**src/rtl/multi_cycle_ctrl_pkg.sv**
```systemverilog
// Shared encodings for the multicycle MIPS controller: states, opcodes,
// function codes and the ALU / extender / next-PC select values.
package multi_cycle_ctrl_pkg;

  typedef enum logic [3:0] {
    S_FETCH  = 4'd0,
    S_DECODE = 4'd1,
    S_MEMADR = 4'd2,
    S_MEMRD  = 4'd3,
    S_MEMWB  = 4'd4,
    S_MEMWR  = 4'd5,
    S_EXEC_R = 4'd6,
    S_EXEC_I = 4'd7,
    S_ALUWB  = 4'd8,
    S_BRANCH = 4'd9,
    S_JUMP   = 4'd10
  } state_t;

  typedef enum logic [2:0] {
    IC_RTYPE, IC_LW, IC_SW, IC_IMM, IC_BEQ, IC_JUMP, IC_ILL
  } iclass_t;

  localparam logic [5:0] OP_RTYPE = 6'h00;
  localparam logic [5:0] OP_J     = 6'h02;
  localparam logic [5:0] OP_JAL   = 6'h03;
  localparam logic [5:0] OP_BEQ   = 6'h04;
  localparam logic [5:0] OP_ADDI  = 6'h08;
  localparam logic [5:0] OP_ORI   = 6'h0D;
  localparam logic [5:0] OP_LUI   = 6'h0F;
  localparam logic [5:0] OP_LW    = 6'h23;
  localparam logic [5:0] OP_SW    = 6'h2B;

  localparam logic [5:0] FN_ADD = 6'h20;
  localparam logic [5:0] FN_SUB = 6'h22;
  localparam logic [5:0] FN_AND = 6'h24;
  localparam logic [5:0] FN_OR  = 6'h25;
  localparam logic [5:0] FN_SLT = 6'h2A;

  localparam logic [3:0] ALU_NOP = 4'd0;
  localparam logic [3:0] ALU_ADD = 4'd1;
  localparam logic [3:0] ALU_SUB = 4'd2;
  localparam logic [3:0] ALU_AND = 4'd3;
  localparam logic [3:0] ALU_OR  = 4'd4;
  localparam logic [3:0] ALU_SLT = 4'd5;

  localparam logic [1:0] EXT_ZERO    = 2'd0;
  localparam logic [1:0] EXT_SIGNED  = 2'd1;
  localparam logic [1:0] EXT_HIGHPOS = 2'd2;

  localparam logic [1:0] NPC_ALU    = 2'd0;
  localparam logic [1:0] NPC_BRANCH = 2'd1;
  localparam logic [1:0] NPC_JUMP   = 2'd2;

  localparam logic [1:0] RDST_RT = 2'd0;
  localparam logic [1:0] RDST_RD = 2'd1;
  localparam logic [1:0] RDST_RA = 2'd2;

  localparam logic [1:0] WD_ALU = 2'd0;
  localparam logic [1:0] WD_MDR = 2'd1;
  localparam logic [1:0] WD_PC  = 2'd2;

  localparam logic [1:0] SRCB_RT    = 2'd0;
  localparam logic [1:0] SRCB_4     = 2'd1;
  localparam logic [1:0] SRCB_IMM   = 2'd2;
  localparam logic [1:0] SRCB_IMMSH = 2'd3;

endpackage

```
**src/rtl/multi_cycle_ctrl_if.sv**
```systemverilog
// Controller <-> datapath bundle: IR fields and status in, strobes/selects out.
interface multi_cycle_ctrl_if;
  logic [5:0] Op;
  logic [5:0] Funct;
  logic       Zero;
  logic       mem_ready;
  logic       PCWrite;
  logic       IRWrite;
  logic       IorD;
  logic       MemRead;
  logic       MemWrite;
  logic       RegWrite;
  logic [1:0] RegDst;
  logic [1:0] WDSel;
  logic       ALUSrcA;
  logic [1:0] ALUSrcB;
  logic [3:0] ALUOp;
  logic [1:0] EXTOp;
  logic [1:0] NPCOp;
  logic       illegal;
  logic [3:0] state;

  modport master (
    input  Op, Funct, Zero, mem_ready,
    output PCWrite, IRWrite, IorD, MemRead, MemWrite, RegWrite, RegDst, WDSel,
           ALUSrcA, ALUSrcB, ALUOp, EXTOp, NPCOp, illegal, state
  );

  modport slave (
    output Op, Funct, Zero, mem_ready,
    input  PCWrite, IRWrite, IorD, MemRead, MemWrite, RegWrite, RegDst, WDSel,
           ALUSrcA, ALUSrcB, ALUOp, EXTOp, NPCOp, illegal, state
  );
endinterface

```
**src/rtl/multi_cycle_ctrl_main_decoder.sv**
```systemverilog
// Combinational decode of Op/Funct into instruction class, ALU ops and
// immediate-extension mode.
module main_decoder
  import multi_cycle_ctrl_pkg::*;
(
  input  logic [5:0] Op_i,
  input  logic [5:0] Funct_i,
  output iclass_t    iclass_o,
  output logic [3:0] alu_r_o,
  output logic [3:0] alu_i_o,
  output logic [1:0] ext_o,
  output logic       illegal_op_o,
  output logic       funct_bad_o
);

  always_comb begin
    iclass_o = IC_ILL;
    alu_i_o  = ALU_ADD;
    ext_o    = EXT_SIGNED;
    case (Op_i)
      OP_RTYPE:     iclass_o = IC_RTYPE;
      OP_LW:        iclass_o = IC_LW;
      OP_SW:        iclass_o = IC_SW;
      OP_ADDI:      iclass_o = IC_IMM;
      OP_ORI: begin
        iclass_o = IC_IMM;
        alu_i_o  = ALU_OR;
        ext_o    = EXT_ZERO;
      end
      // lui = rs($0) | (imm << 16), the shift comes from the extender
      OP_LUI: begin
        iclass_o = IC_IMM;
        alu_i_o  = ALU_OR;
        ext_o    = EXT_HIGHPOS;
      end
      OP_BEQ:       iclass_o = IC_BEQ;
      OP_J, OP_JAL: iclass_o = IC_JUMP;
      default:      iclass_o = IC_ILL;
    endcase
  end

  always_comb begin
    alu_r_o = ALU_NOP;
    case (Funct_i)
      FN_ADD:  alu_r_o = ALU_ADD;
      FN_SUB:  alu_r_o = ALU_SUB;
      FN_AND:  alu_r_o = ALU_AND;
      FN_OR:   alu_r_o = ALU_OR;
      FN_SLT:  alu_r_o = ALU_SLT;
      default: alu_r_o = ALU_NOP;
    endcase
  end

  assign illegal_op_o = (iclass_o == IC_ILL);
  assign funct_bad_o  = (alu_r_o == ALU_NOP);

endmodule

```
**src/rtl/multi_cycle_ctrl.sv**
```systemverilog
// Multicycle MIPS control FSM: sequences one instruction over 3-5 cycles,
// stretching memory states until mem_ready.
module multi_cycle_ctrl
  import multi_cycle_ctrl_pkg::*;
#(
  parameter bit RESET_PC_WRITE = 1'b0
) (
  input logic                clk,
  input logic                rstn,
  multi_cycle_ctrl_if.master bus
);

  state_t     state_q, state_d;
  logic       boot_q;
  iclass_t    iclass;
  logic [3:0] alu_r, alu_i, aop;
  logic [1:0] ext, rdst, wds, asb, npc;
  logic       illegal_op, funct_bad;
  logic       pcw, irw, iord, mrd, mwr, rw, asa, ill;

  main_decoder u_dec (
    .Op_i         (bus.Op),
    .Funct_i      (bus.Funct),
    .iclass_o     (iclass),
    .alu_r_o      (alu_r),
    .alu_i_o      (alu_i),
    .ext_o        (ext),
    .illegal_op_o (illegal_op),
    .funct_bad_o  (funct_bad)
  );

  always_ff @(posedge clk or negedge rstn) begin
    if (!rstn) begin
      state_q <= S_FETCH;
      boot_q  <= RESET_PC_WRITE;
    end else begin
      state_q <= state_d;
      boot_q  <= 1'b0;
    end
  end

  always_comb begin
    state_d = state_q;
    pcw  = 1'b0;  irw = 1'b0;  iord = 1'b0;  mrd = 1'b0;
    mwr  = 1'b0;  rw  = 1'b0;  asa  = 1'b0;  ill = 1'b0;
    rdst = RDST_RT;  wds = WD_ALU;  asb = SRCB_RT;  npc = NPC_ALU;
    aop  = ALU_NOP;
    case (state_q)
      S_FETCH: begin
        mrd = 1'b1;
        asb = SRCB_4;
        aop = ALU_ADD;
        if (bus.mem_ready) begin
          irw     = 1'b1;
          pcw     = 1'b1;
          state_d = S_DECODE;
        end
      end
      S_DECODE: begin
        asb = SRCB_IMMSH;
        aop = ALU_ADD;
        case (iclass)
          IC_LW, IC_SW: state_d = S_MEMADR;
          IC_RTYPE:     state_d = S_EXEC_R;
          IC_IMM:       state_d = S_EXEC_I;
          IC_BEQ:       state_d = S_BRANCH;
          IC_JUMP:      state_d = S_JUMP;
          default: begin
            ill     = illegal_op;
            state_d = S_FETCH;
          end
        endcase
      end
      S_MEMADR: begin
        asa     = 1'b1;
        asb     = SRCB_IMM;
        aop     = ALU_ADD;
        state_d = (iclass == IC_SW) ? S_MEMWR : S_MEMRD;
      end
      S_MEMRD: begin
        mrd  = 1'b1;
        iord = 1'b1;
        if (bus.mem_ready) state_d = S_MEMWB;
      end
      S_MEMWB: begin
        rw      = 1'b1;
        rdst    = RDST_RT;
        wds     = WD_MDR;
        state_d = S_FETCH;
      end
      S_MEMWR: begin
        mwr  = 1'b1;
        iord = 1'b1;
        if (bus.mem_ready) state_d = S_FETCH;
      end
      S_EXEC_R: begin
        asa = 1'b1;
        asb = SRCB_RT;
        aop = alu_r;
        if (funct_bad) begin
          ill     = 1'b1;
          state_d = S_FETCH;
        end else begin
          state_d = S_ALUWB;
        end
      end
      S_EXEC_I: begin
        asa     = 1'b1;
        asb     = SRCB_IMM;
        aop     = alu_i;
        state_d = S_ALUWB;
      end
      S_ALUWB: begin
        rw      = 1'b1;
        wds     = WD_ALU;
        rdst    = (iclass == IC_RTYPE) ? RDST_RD : RDST_RT;
        state_d = S_FETCH;
      end
      S_BRANCH: begin
        asa     = 1'b1;
        asb     = SRCB_RT;
        aop     = ALU_SUB;
        pcw     = bus.Zero;
        npc     = NPC_BRANCH;
        state_d = S_FETCH;
      end
      // PC already holds PC+4 here, which is the jal link value
      S_JUMP: begin
        pcw = 1'b1;
        npc = NPC_JUMP;
        if (bus.Op == OP_JAL) begin
          rw   = 1'b1;
          rdst = RDST_RA;
          wds  = WD_PC;
        end
        state_d = S_FETCH;
      end
      default: state_d = S_FETCH;
    endcase
  end

  // Reset gates outputs combinationally so an abort kills strobes at once
  assign bus.PCWrite  = rstn & (pcw | boot_q);
  assign bus.IRWrite  = rstn & irw;
  assign bus.IorD     = rstn & iord;
  assign bus.MemRead  = ~rstn | mrd;
  assign bus.MemWrite = rstn & mwr;
  assign bus.RegWrite = rstn & rw;
  assign bus.RegDst   = rstn ? rdst : 2'd0;
  assign bus.WDSel    = rstn ? wds  : 2'd0;
  assign bus.ALUSrcA  = rstn & asa;
  assign bus.ALUSrcB  = rstn ? asb  : 2'd0;
  assign bus.ALUOp    = rstn ? aop  : 4'd0;
  assign bus.EXTOp    = rstn ? ext  : 2'd0;
  assign bus.NPCOp    = rstn ? npc  : 2'd0;
  assign bus.illegal  = rstn & ill;
  assign bus.state    = state_q;

endmodule

```
**src/flat_wrapper.sv**
```systemverilog
// flat-port wrapper written by rule: the top's interface ports become plain ports
module multi_cycle_ctrl_flat import multi_cycle_ctrl_pkg::*;
#(
  parameter bit RESET_PC_WRITE = 1'b0
)
  (clk, rstn, bus_Op, bus_Funct, bus_Zero, bus_mem_ready, bus_PCWrite, bus_IRWrite, bus_IorD, bus_MemRead, bus_MemWrite, bus_RegWrite, bus_RegDst, bus_WDSel, bus_ALUSrcA, bus_ALUSrcB, bus_ALUOp, bus_EXTOp, bus_NPCOp, bus_illegal, bus_state);
  multi_cycle_ctrl_if bus_i ();
  input logic clk;
  input logic rstn;
  input wire logic [$bits(bus_i.Op)-1:0] bus_Op;
  input wire logic [$bits(bus_i.Funct)-1:0] bus_Funct;
  input wire logic [$bits(bus_i.Zero)-1:0] bus_Zero;
  input wire logic [$bits(bus_i.mem_ready)-1:0] bus_mem_ready;
  output wire logic [$bits(bus_i.PCWrite)-1:0] bus_PCWrite;
  output wire logic [$bits(bus_i.IRWrite)-1:0] bus_IRWrite;
  output wire logic [$bits(bus_i.IorD)-1:0] bus_IorD;
  output wire logic [$bits(bus_i.MemRead)-1:0] bus_MemRead;
  output wire logic [$bits(bus_i.MemWrite)-1:0] bus_MemWrite;
  output wire logic [$bits(bus_i.RegWrite)-1:0] bus_RegWrite;
  output wire logic [$bits(bus_i.RegDst)-1:0] bus_RegDst;
  output wire logic [$bits(bus_i.WDSel)-1:0] bus_WDSel;
  output wire logic [$bits(bus_i.ALUSrcA)-1:0] bus_ALUSrcA;
  output wire logic [$bits(bus_i.ALUSrcB)-1:0] bus_ALUSrcB;
  output wire logic [$bits(bus_i.ALUOp)-1:0] bus_ALUOp;
  output wire logic [$bits(bus_i.EXTOp)-1:0] bus_EXTOp;
  output wire logic [$bits(bus_i.NPCOp)-1:0] bus_NPCOp;
  output wire logic [$bits(bus_i.illegal)-1:0] bus_illegal;
  output wire logic [$bits(bus_i.state)-1:0] bus_state;
  assign bus_i.Op = bus_Op;
  assign bus_i.Funct = bus_Funct;
  assign bus_i.Zero = bus_Zero;
  assign bus_i.mem_ready = bus_mem_ready;
  assign bus_PCWrite = bus_i.PCWrite;
  assign bus_IRWrite = bus_i.IRWrite;
  assign bus_IorD = bus_i.IorD;
  assign bus_MemRead = bus_i.MemRead;
  assign bus_MemWrite = bus_i.MemWrite;
  assign bus_RegWrite = bus_i.RegWrite;
  assign bus_RegDst = bus_i.RegDst;
  assign bus_WDSel = bus_i.WDSel;
  assign bus_ALUSrcA = bus_i.ALUSrcA;
  assign bus_ALUSrcB = bus_i.ALUSrcB;
  assign bus_ALUOp = bus_i.ALUOp;
  assign bus_EXTOp = bus_i.EXTOp;
  assign bus_NPCOp = bus_i.NPCOp;
  assign bus_illegal = bus_i.illegal;
  assign bus_state = bus_i.state;
  multi_cycle_ctrl #(.RESET_PC_WRITE(RESET_PC_WRITE)) u_core (.clk(clk), .rstn(rstn), .bus(bus_i));
endmodule
```
**config.mk**
```make
export PLATFORM = sky130hd
export DESIGN_NAME = multi_cycle_ctrl_flat
export DESIGN_NICKNAME = d
export VERILOG_FILES = /design/src/rtl/multi_cycle_ctrl_pkg.sv /design/src/rtl/multi_cycle_ctrl_if.sv /design/src/rtl/multi_cycle_ctrl_main_decoder.sv /design/src/rtl/multi_cycle_ctrl.sv /design/src/flat_wrapper.sv
export SDC_FILE = /design/constraint.sdc
export NUM_CORES = 1
export LEC_CHECK = 0
export ABC_AREA = 1
export CORE_MARGIN = 1
export CORE_UTILIZATION = 45
export DETAILED_ROUTE_END_ITERATION = 7
export HOLD_SLACK_MARGIN = 0.06
export PLACE_DENSITY = 0.86
export RECOVER_POWER = 25
export SYNTH_ARGS = -nofsm -noshare
export SYNTH_HDL_FRONTEND = slang
export SYNTH_HIERARCHICAL = 1
export SYNTH_SLANG_ARGS = --single-unit
```
**constraint.sdc**
```tcl
create_clock -name clk -period 3.1 [get_ports clk]
set_clock_uncertainty 0.05 [all_clocks]
set_input_delay 0.465 -clock clk [delete_from_list [all_inputs] [get_ports clk]]
set_output_delay 0.465 -clock clk [all_outputs]
set_load 0.005 [all_outputs]
```
# == Word level (Yosys, flattened, before mapping) ==
# Index checks and enable logic that the tools add are counted.
# op_classes
n_eq_ne,32
n_mux,36
n_bitwise,9
reduce_logical,16
# op_table
cell,count
$eq A6 B6 Y1 const B,7
$pmux W4 S7,1
$pmux W4 S5,1
$eq A6 B4 Y1 const B,3
$pmux W3 S6,1
$eq A4 B3 Y1 const B,4
$mux W4,4
$pmux W2 S2,4
$pmux W3 S5,1
$reduce_or A2 Y1,7
$eq A4 B4 Y1 const B,3
$eq A6 B2 Y1 const B,2
$mux W2,6
$pmux W3 S4,1
$mux W1,10
$eq A3 B3 Y1 const B,3
$mux W3,3
$eq A4 B2 Y1 const B,2
$logic_not A4 Y1,2
$and A1 B1 Y1,7
$eq A3 B2 Y1 const B,2
$eq A6 B3 Y1 const B,1
$logic_not A6 Y1,1
$ne A2 B2 Y1 const B,3
12 further kinds,14
# word_totals
reg_bits,4
inputBits,16
elab_cells,94

# == Longest topological paths before layout ==
# Gate-level depths: netlist of run 1.
# logic_depth
ltp_word,8
mapped_depth,13
depth_no_buf,13

# == Cells and area by module ==
# Netlist of run 1, hierarchy kept.
# by_module_without_submodules
mod,n_inst,cells_per_inst,area_each_um2,seq_area_each_um2
multi_cycle_ctrl,1,121,629.4,100.1
main_decoder,1,55,281.5,0.0

# == Worst setup path before layout of run 1 ==
# Ideal clock, no wire load.
# synth_timing
path_type,in2out
start,in bus_Op[2]
end,out bus_RegDst[0]
arrival_time_ns,1.265
required_ns,2.585
setup_slack_ns,1.320
cell_stages,7
n_path_buf,0
cell_sequence,nor2_1 -> nand3_1 -> nand2_1 -> o21ai_2 -> nor2_1 -> nand2_1 -> nor2_1
# synth_via
elab_chain_cells,7
word_cells_on_any_way,16
classes_between,eq/ne: 8; mux: 4; reduce/logical: 4
# synth_rtl
element,line_no,source
"start, declared",flat_wrapper.sv:10,input wire logic [$bits(bus_i.Op)-1:0] bus_Op;
$eq A6 B4 Y1 / $eq A6 B2 Y1 (equally long branches),multi_cycle_ctrl_main_decoder.sv:20,case (Op_i)
$reduce_or A3 Y1 (no line) / $reduce_or A2 Y1 (equally long branches),--,
$pmux W3 S6 (*),multi_cycle_ctrl_main_decoder.sv:20,
net u_core.iclass[1],multi_cycle_ctrl.sv:15,iclass_t iclass;
$logic_not A3 Y1 (*),multi_cycle_ctrl.sv:116,rdst = (iclass == IC_RTYPE) ? RDST_RD : RDST_RT;
$mux W1 (*),multi_cycle_ctrl.sv:116,
$pmux W2 S2 (*),multi_cycle_ctrl.sv:48,case (state_q)
$mux W2 (*),multi_cycle_ctrl.sv:149,assign bus.RegDst = rstn ? rdst : 2'd0;
"end, declared",flat_wrapper.sv:20,output wire logic [$bits(bus_i.RegDst)-1:0] bus_RegDst;
# The timed path passes the listed nets; every way through them passes the cells marked *.

# == Worst setup path in the final report of run 1 ==
# layout_timing
start,in bus_Op[0]
end,out bus_illegal
# layout_via
elab_chain_cells,8
word_cells_on_any_way,23
classes_between,eq/ne: 14; mux: 3; bitwise: 1; reduce/logical: 5
# layout_rtl
element,line_no,source
$eq A6 B4 Y1 / $eq A6 B2 Y1 (equally long branches),multi_cycle_ctrl_main_decoder.sv:20,
$reduce_or A3 Y1 (no line) / $reduce_or A2 Y1 (equally long branches),--,
$pmux W3 S6 (*),multi_cycle_ctrl_main_decoder.sv:20,
net u_core.iclass[1],multi_cycle_ctrl.sv:15,
"$eq A3 B1 Y1, or another cell as far along",multi_cycle_ctrl.sv:62,case (iclass)
$reduce_or A6 Y1 (no line),--,
$mux W1 (*),multi_cycle_ctrl.sv:62,
$pmux W1 S2 (*),multi_cycle_ctrl.sv:48,
$and A1 B1 Y1 (*),multi_cycle_ctrl.sv:156,assign bus.illegal = rstn & ill;
"end, declared",flat_wrapper.sv:27,output wire logic [$bits(bus_i.illegal)-1:0] bus_illegal;
# Marks and branches as above.

==> flow_summary.json, run 1 <==
{
  "slew_headroom": 0.633,
  "yosysWarnings": 6,
  "core_um2": 1800,
  "cap_violations": 0,
  "route.vias.total": 1231,
  "firstDrtPassIters": 4,
  "finalHoldViolCount": 0,
  "ys_ff_latch": 4,
  "track_usage": 0.272,
  "tns_ps": 0,
  "async_flop_share": 1.00,
  "clk_path_buf_depth": 2,
  "synthTopCellsByArea": "nand2_1 (21%), inv_1 (11%), dfrtp_1 (11%)",
  "drt_wl_total_um": 2720,
  "run_status": "finished, final reports clean",
  "synth_top_cells_by_count": "nand2_1 (51), inv_1 (27), nor2_1 (23)",
  "drc_errors": 0,
  "antenna_found_initial": 0,
  "finalCritPeriodShare": 0.965,
  "die_w_um": 47.0,
  "min_path_type": "flip-flop to flip-flop",
  "hp-start": "u_core/bus.state[3]",
  "yosysMostFrequentCell": "nand2_1",
  "crit_path_end_kind": "output port",
  "htree_num_levels": 1,
  "synth-edff-count": 0,
  "gp_congestion": 0.855,
  "cellPowerDensity_nw_per_um2": 455,
  "dp.cells": 237,
  "drt_iter0_markers": 33,
  "hold_ws_ps": 637,
  "avgSynthCellArea_um2": 5.18,
  "place_ws_ps": 73.3,
  "clkTransAtPathRegs_ps": 40,
  "rsz0062_at_grt": "false",
  "cts_hold_buf": 0,
  "crit_path_start_kind": "input port",
  "yosysTopAreaCell": "nand2_1",
  "initial_core_util": 0.506,
  "wl_per_cell_um": 11.3,
  "grt_pass1_vias": 1087,
  "slew_violations": 0,
  "crit_start": "bus_Op[0]",
  "crit_required_ps": 2580,
  "via_per_inst": 5.13,
  "nets": 233,
  "crit_arrival_ps": 2480,
  "antenna_cells": 0,
  "finalSetupViolations": 0,
  "io_buffers": 40,
  "cts_tree": "done",
  "p_leak_nw": 0.728,
  "grt_overflow": 0,
  "cts_setup_buffers": 0,
  "synth_seq_area_share": 0.110,
  "synthesis.area_um2": 911,
  "die_h_um": 47.0,
  "fin_cells": 240,
  "die-area_um2": 2210,
  "fin_ws_ps": 109,
  "cts_buffers": 3,
  "worstMarginPinSlew_ps": 551,
  "cts_root_buffer": "clkbuf_4",
  "timing.rr.start": "u_core/bus.state[1]",
  "fp-row-count": 15,
  "io_pins": 42,
  "final_antenna_net_count": 0,
  "synth_cells": 176,
  "netlist.area_leader.share": 0.210,
  "vdd_ir_drop_max_uv": 468,
  "yosysUniqueCellTypes": 23,
  "crit_type": "input port to output port",
  "area_growth_pct": 47.4,
  "finalCriticalPeriod_ps": 2990,
  "grt_max_degree": 12,
  "hpwl_um": 2290,
  "grt_pass1_wl_um": 4380,
  "ys.flop_type": "dfrtp_1",
  "cts_sinks": 4,
  "crit_fanout": 6,
  "cts_resized": 0,
  "worstSkewPairLatency_ps": 230,
  "layout-drive-gt1-share": 0.130,
  "fmax_mhz": 334,
  "largest_reg_flops": 4
}
-- critical path: stages --
cell             delay (ps)
clkdlybuf4s50_1         540
inv_1                    60
nor2_1                  180
nand2_2                 120
nand3_2                 130
inv_2                    50
o21ai_4                  80
nand4_1                 160
a21oi_1                 160
clkdlybuf4s50_1         510
-- power breakdown --
| group | total, mW | switching (mW) | internal, mW |
|---|---|---|---|
| Sequential | 0.112 | 0.0401 | 0.0715 |
| Clock | 0.0638 | 0.0205 | 0.0432 |
| Combinational | 0.436 | 0.234 | 0.202 |
| Total | 0.611 | 0.294 | 0.317 |
-- worst paths after layout --
path,endpoint,slack [ps],cells after the start
worst max-delay path,bus_illegal,110,10
worst max register to register,u_core/bus.state[2],1780,7
worst min-delay path,u_core/bus.state[3],640,3
worst min register to register,u_core/bus.state[3],640,3
max in group asynchronous,u_core/bus.state[2],1920,2
min in group asynchronous,u_core/bus.state[3],710,2
-- area by class of cell --
class                   instances  area, um^2
repair buffers                 41         414
fillers                       158         459
well taps                      25        31.3
flip-flops and latches          4         100
clock buffers                   3        22.5
inverters                      33         124
multi-input cells             134         651
-- placed cells by master (no fill, tap or decap), drive strengths merged --
master	instances
clkdlybuf4s50	31
inv	33
o31ai	1
conb	3
dlygate4sd3	5
nand2	56
nand4	4
o21ai	6
clkbuf	4
nand3	19
dlymetal6s2s	4
nor2	32
dfrtp	4
a21oi	6
nor4	2
nor3	5
-- through the flow --
| stage | utilization | instance area, um^2 | total power, mW |
|---|---|---|---|
| after floorplan | - | 918 | 0.354 |
| after global placement | 0.724 | 1300 | 0.541 |
| after detailed placement | 0.724 | 1300 | 0.550 |
| after CTS | 0.736 | 1330 | 0.620 |
| after global routing | 0.745 | 1340 | 0.674 |
| final | 0.745 | 1340 | 0.611 |
-- kinds of logic after synthesis --
family | count (synthesis) | share of synthesized area
DFF | 4 | 0.110
and+or+nand+nor | 118 | 0.613
other | 1 | 0.00412
AOI/OAI and AO/OA | 13 | 0.0783
buffers and inverters | 40 | 0.195
-- metal layers --
metal / track usage / vias up / share of wire
met1: 0.329 / 548 / 0.41
met3: 0.0462 / 7 / 0.051
met5: 0 / - / 0
li1: - / 626 / -
met2: 0.500 / 50 / 0.52
met4: 0.0629 / 0 / 0.017
No activity file was read; power rests on OpenSTA's default activity.
==> run 2, diff against run 1 <==
CORE_MARGIN = unset   (was 1)
==> results of run 2 <==
The final DEF is identical to that of run 1; final timing and power are the same.
